## src/rtl/seq_div_sign.sv

```systemverilog
// seq_div_sign: iterative restoring divider, one quotient bit per clock, signed or unsigned operands.
// Define SEQ_DIV_OVF_EN to add the ovf output (signed -2^(La-1) / -1 overflow flag).
module seq_div_sign #(
  parameter int La = 8,
  parameter int Lb = 4
) (
  input  logic          clk,
  input  logic          rst_n,
  input  logic          start,
  input  logic [La-1:0] A,
  input  logic [Lb-1:0] B,
  input  logic          sg,
  output logic          busy,
  output logic          done,
  output logic [La-1:0] Q,
  output logic [Lb-1:0] R,
  output logic          dz,
`ifdef SEQ_DIV_OVF_EN
  output logic          ovf,
`endif
  output logic [1:0]    o_dbg_state
);

  // Handshake: start is sampled only in IDLE; busy covers CALC, FIX and DONE;
  // done pulses for one cycle with Q/R/dz valid, and those hold until the next result.

  localparam int CW = $clog2(La + 1);
  localparam logic [CW-1:0] LAST = CW'(La);

  typedef enum logic [1:0] {
    S_IDLE = 2'd0,
    S_CALC = 2'd1,
    S_FIX  = 2'd2,
    S_DONE = 2'd3
  } state_t;

  state_t        r_state;
  state_t        w_next;
  logic [CW-1:0] r_cnt;
  logic [La-1:0] r_a;
  logic [Lb-1:0] r_b;
  logic [Lb-1:0] r_p;
  logic          r_sa;
  logic          r_sb;
  logic          r_bz;
  logic [La-1:0] r_q;
  logic [Lb-1:0] r_r;
  logic          r_dz;

  logic [Lb:0]   w_p_sh;
  logic          w_ge;
  logic [Lb-1:0] w_p_sub;
  logic [La-1:0] w_q_fix;
  logic [Lb-1:0] w_r_fix;

`ifdef SEQ_DIV_OVF_EN
  logic r_ovf_pend;
  logic r_ovf;
`endif

  always_ff @(posedge clk or negedge rst_n) begin
    if (!rst_n) r_state <= S_IDLE;
    else        r_state <= w_next;
  end

  always_comb begin
    w_next = r_state;
    case (r_state)
      S_IDLE:  if (start) w_next = S_CALC;
      S_CALC:  if (r_cnt == LAST) w_next = S_FIX;
      S_FIX:   w_next = S_DONE;
      default: w_next = S_IDLE;
    endcase
  end

  // The remainder after a subtract is below |B|, so Lb bits of P are enough to keep.
  assign w_p_sh  = {r_p, r_a[La-1]};
  assign w_ge    = (w_p_sh >= {1'b0, r_b});
  assign w_p_sub = w_p_sh[Lb-1:0] - r_b;
  assign w_q_fix = (r_sa ^ r_sb) ? -r_a : r_a;
  assign w_r_fix = r_sa ? -r_p : r_p;

  // First CALC cycle turns the latched operands into magnitudes; the next La retire quotient bits.
  always_ff @(posedge clk or negedge rst_n) begin
    if (!rst_n) begin
      r_cnt <= '0;
      r_a   <= '0;
      r_b   <= '0;
      r_p   <= '0;
      r_sa  <= 1'b0;
      r_sb  <= 1'b0;
      r_bz  <= 1'b0;
      r_q   <= '0;
      r_r   <= '0;
      r_dz  <= 1'b0;
`ifdef SEQ_DIV_OVF_EN
      r_ovf_pend <= 1'b0;
      r_ovf      <= 1'b0;
`endif
    end else begin
      case (r_state)
        S_IDLE: begin
          if (start) begin
            r_a   <= A;
            r_b   <= B;
            r_sa  <= sg & A[La-1];
            r_sb  <= sg & B[Lb-1];
            r_cnt <= '0;
          end
        end
        S_CALC: begin
          r_cnt <= r_cnt + 1'b1;
          if (r_cnt == '0) begin
            r_a  <= r_sa ? -r_a : r_a;
            r_b  <= r_sb ? -r_b : r_b;
            r_p  <= '0;
            r_bz <= (r_b == '0);
`ifdef SEQ_DIV_OVF_EN
            r_ovf_pend <= r_sa & r_sb & (r_a == {1'b1, {(La-1){1'b0}}}) & (r_b == '1);
`endif
          end else begin
            r_p <= w_ge ? w_p_sub : w_p_sh[Lb-1:0];
            r_a <= {r_a[La-2:0], w_ge};
          end
        end
        S_FIX: begin
          if (r_bz) begin
            r_q  <= '1;
            r_r  <= '0;
            r_dz <= 1'b1;
          end else begin
            r_q  <= w_q_fix;
            r_r  <= w_r_fix;
            r_dz <= 1'b0;
          end
`ifdef SEQ_DIV_OVF_EN
          r_ovf <= r_ovf_pend & ~r_bz;
`endif
        end
        default: ;
      endcase
    end
  end

  assign busy        = (r_state != S_IDLE);
  assign done        = (r_state == S_DONE);
  assign Q           = r_q;
  assign R           = r_r;
  assign dz          = r_dz;
  assign o_dbg_state = r_state;
`ifdef SEQ_DIV_OVF_EN
  assign ovf = r_ovf;
`endif

endmodule

```

## config.mk

```make
export PLATFORM = sky130hd
export DESIGN_NAME = seq_div_sign
export DESIGN_NICKNAME = d
export VERILOG_FILES = /design/src/rtl/seq_div_sign.sv
export SDC_FILE = /design/constraint.sdc
export NUM_CORES = 1
export LEC_CHECK = 0
export CAP_MARGIN = 20
export CELL_PAD_IN_SITES_DETAIL_PLACEMENT = 1
export CELL_PAD_IN_SITES_GLOBAL_PLACEMENT = 2
export CORE_ASPECT_RATIO = 1.2
export CORE_MARGIN = 3
export CORE_UTILIZATION = 34
export CTS_CLUSTER_SIZE = 16
export DETAILED_ROUTE_END_ITERATION = 8
export PLACE_DENSITY_LB_ADDON = 0.05
export SLEW_MARGIN = 20
export SYNTH_ARGS = -nofsm -noshare
export SYNTH_HDL_FRONTEND = slang
export SYNTH_SLANG_ARGS = --single-unit
```

## constraint.sdc

```tcl
create_clock -name clk -period 2.4 [get_ports clk]
set_clock_uncertainty 0.1 [all_clocks]
set_input_delay 0.36 -clock clk [delete_from_list [all_inputs] [get_ports clk]]
set_output_delay 0.36 -clock clk [all_outputs]
set_load 0.05 [all_outputs]
```

==> flow_summary_export.csv <==
group,metric,value,unit
critical_path,critPathRequiredTime,1.94,ns
power_and_ir_drop,clockPowerShare,0.097,
job,cap_violations,0,
global_routing,grt_max_degree,21,
floorplanning,fp.dieW,82.0,um
critical_path,start_kind,"register",
critical_path,crit_fanout,4,
final_layout,num_antenna_cells,0,
global_routing,grt_first_pass_wirelength,10000,um
power_and_ir_drop,p_leak,1.29,nW
sta,worst-slew-pin-transition,0.497,ns
logic_synthesis,synth_most_common_cell,"dfrtp_1",
logic_synthesis,synth_common_cells,"dfrtp_1, inv_1, nor2_1",
sta,finalSetupTns,0,ns
power_and_ir_drop,intPower,2.44,mW
logic_synthesis,synth_seq_cells,38,
power_and_ir_drop,power_density,1660,nW/um^2
power_and_ir_drop,switchingPower,2.39,mW
sta,hold_violations,0,
power_and_ir_drop,pwr-share-comb,0.641,
drt,ant_nets,0,
floorplanning,die_area,7960,um^2
clock_network,path_clk_slew,0.08,ns
drt,drc,0,
critical_path,critPathCaptureType,"output pin",
logic_synthesis,avgSynthCellArea,9.16,um^2
logic_synthesis,async_flop_share,1.00,
drt,first_pass_iters,4,
clock_network,htreeDepth,2,
logic_synthesis,yosys.area.top_type,"dfrtp_1",
logic_synthesis,synthCells,257,
logic_synthesis,synth_cell_types,51,
sta,fmax,466,MHz
global_routing,grt_pass1_vias,2014,
clock_network,root_buffer,"clkbuf_8",
final_layout,area_growth,23.8,%
power_and_ir_drop,netSwitchingFraction,0.495,
logic_synthesis,syn-num-nets,287,
critical_path,worstSetupPathType,"reg -> out",
logic_synthesis,synth_top_area_share,0.404,
drt,routed_wirelength,6050,um
floorplanning,initial_core_util,0.358,
logic_synthesis,synth_flop_cell,"dfrtp_1",
floorplanning,coreArea,6570,um^2
drt,drt_iter0_markers,78,
place,place_hpwl,4670,um
hold_path,min_path_cells,1,
sta,report.final.slew_viol_count,0,
hold_path,hold_path_class,"reg -> reg",
logic_synthesis,ys_top_cells_by_area,"dfrtp_1, ha_1, inv_1, nor2_1, nand2_1",
clock_network,cts_tree,"yes",
global_routing,grt_use_total,0.161,
floorplanning,fp.dieH,97.1,um
clock_network,clk_path_buf_depth,2,
global_routing,grt_overflow_total,0,
sta,final.min_clock_period,2.14,ns
sta,fin_crit_sh,0.893,
final_layout,nNetsFinal,328,
drt,wire_per_inst,15.7,um
drt,viasPerCell,5.22,
critical_path,rr_worst_depth,6,
clock_network,cts-buffers-inserted,5,
logic_synthesis,synth_area,2350,um^2
logic_synthesis,seq_area_frac_synth,0.404,
clock_network,clk_latency,0.29,ns
critical_path,cp_data_arrival_time,1.68,ns
sta,slew_headroom,0.668,
sta,grt_setup_unrepaired,"no",
clock_network,cts-resized-gates,0,
final_layout,drive_above_1_share,0.0970,
clock_network,cts_sinks,38,
global_routing,antenna_found_initial,0,
run_status,status,"complete, no violations",
drt,dr_total_vias,2005,
floorplanning,row_count,32,
sta,final-setup-viol-count,0,
power_and_ir_drop,peakVddDrop,0.000656,V
power_and_ir_drop,design_power_total,4.83,mW
place,routabilityCongestion,0.824,
floorplanning,ioPinCount,33,
logic_synthesis,synth-edff-count,0,
place,placement.io_buffers,32,
power_and_ir_drop,seq_power_share,0.262,
logic_synthesis,ys_warn_count,0,
-- critical path, cell delays in order (launching register included) --
cell             delay [ns]
dfrtp_1                0.40
ha_1                   0.19
clkdlybuf4s50_1        0.80
-- final cells by class --
cell class	instances	area [um^2]
repair buffers	46	420
inverters	23	86.3
fillers	789	3650
clock buffers	7	86.3
flip-flops and latches	38	951
clock inverters	1	5.00
well taps	85	106
multi-input cells	184	1260
-- placed cells by master, fill, tap and decap left out, types with 4 or more instances in the layout --
cell             synthesis  layout
a31oi_1                  8       8
a21oi_1                 12      12
nand3_1                  4       4
inv_1                   23      23
clkbuf_8                 0       6
ha_1                    13      13
buf_4                    0      14
o21ai_1                  8       8
nor3_1                   8       8
o32ai_1                  5       5
dfrtp_1                 38      38
nand2_1                 21      21
nor2_1                  23      23
o21ai_0                  5       5
clkdlybuf4s50_1          0      30
o31ai_1                  5       5
xnor2_1                  8       8
mux2i_1                  6       6
nor2b_1                  9       9
o22ai_1                  4       4
-- layer usage --
metal / share of wire / GRT usage
met5: 0 / 0
met4: 0.0096 / 0.0422
met3: 0.025 / 0.0288
met2: 0.50 / 0.261
met1: 0.47 / 0.218
-- stage by stage --
| step | cell area (um^2) | setup slack, ns | util | hold WS, ns | instances |
|---|---|---|---|---|---|
| finish | 2910 | 0.256 | 0.444 | 0.391 | 384 |
| global route | 2910 | 0.142 | 0.444 | 0.411 | 384 |
| CTS | 2910 | 0.240 | 0.444 | 0.398 | 384 |
| detailed placement | 2810 | 0.296 | 0.428 | 0.227 | 375 |
| global placement | 2810 | 0.326 | 0.428 | 0.224 | 375 |
| floorplan | 2350 | 0.237 | - | -0.0356 | 257 |
-- cell families (layout without fill, tap and decap cells) --
family | after synthesis | after routing | synth area share
DFF | 38 | 38 | 0.404
and+or+nand+nor | 82 | 82 | 0.177
buffers and inverters | 35 | 77 | 0.0617
AOI/OAI and AO/OA | 70 | 70 | 0.206
xor gates and xnor gates | 9 | 9 | 0.0335
muxes | 9 | 9 | 0.0399
adders and majority gates | 14 | 14 | 0.0776
-- sequential cells by signal, summed over array words and instances, names as in the netlist --
name,cells
r_cnt,4
R,4
r_sa,1
r_sb,1
r_bz,1
r_b,4
o_dbg_state,2
r_p,4
Q,8
dz,1
r_a,8
-- what timing repair did --
item | 4_1_cts | 5_1_grt
setup buffers | 0 | 0
hold buffers | 1 | 0
endpoints found under the hold margin | 18 | 0
-- final timing paths --
kind | from | endpoint | slack [ns]
min in group asynchronous | rst_n | Q[3] | 0.44
worst min register to register | dz | dz | 0.39
worst max-delay path | o_dbg_state[0] | done | 0.26
worst min-delay path | dz | dz | 0.39
max in group asynchronous | rst_n | r_a[7] | 1.11
worst max register to register | r_b[2] | r_p[0] | 0.29
-- power by group through the flow --
stage	clock [mW]	combinational, mW	sequential [mW]
after floorplan	0	1.88	1.58
after global placement	0	3.09	1.27
after detailed placement	0	3.12	1.29
after CTS	0.487	3.14	1.27
after global routing	0.512	3.45	1.32
final	0.468	3.10	1.27
Power figures use the tool's default switching activity.
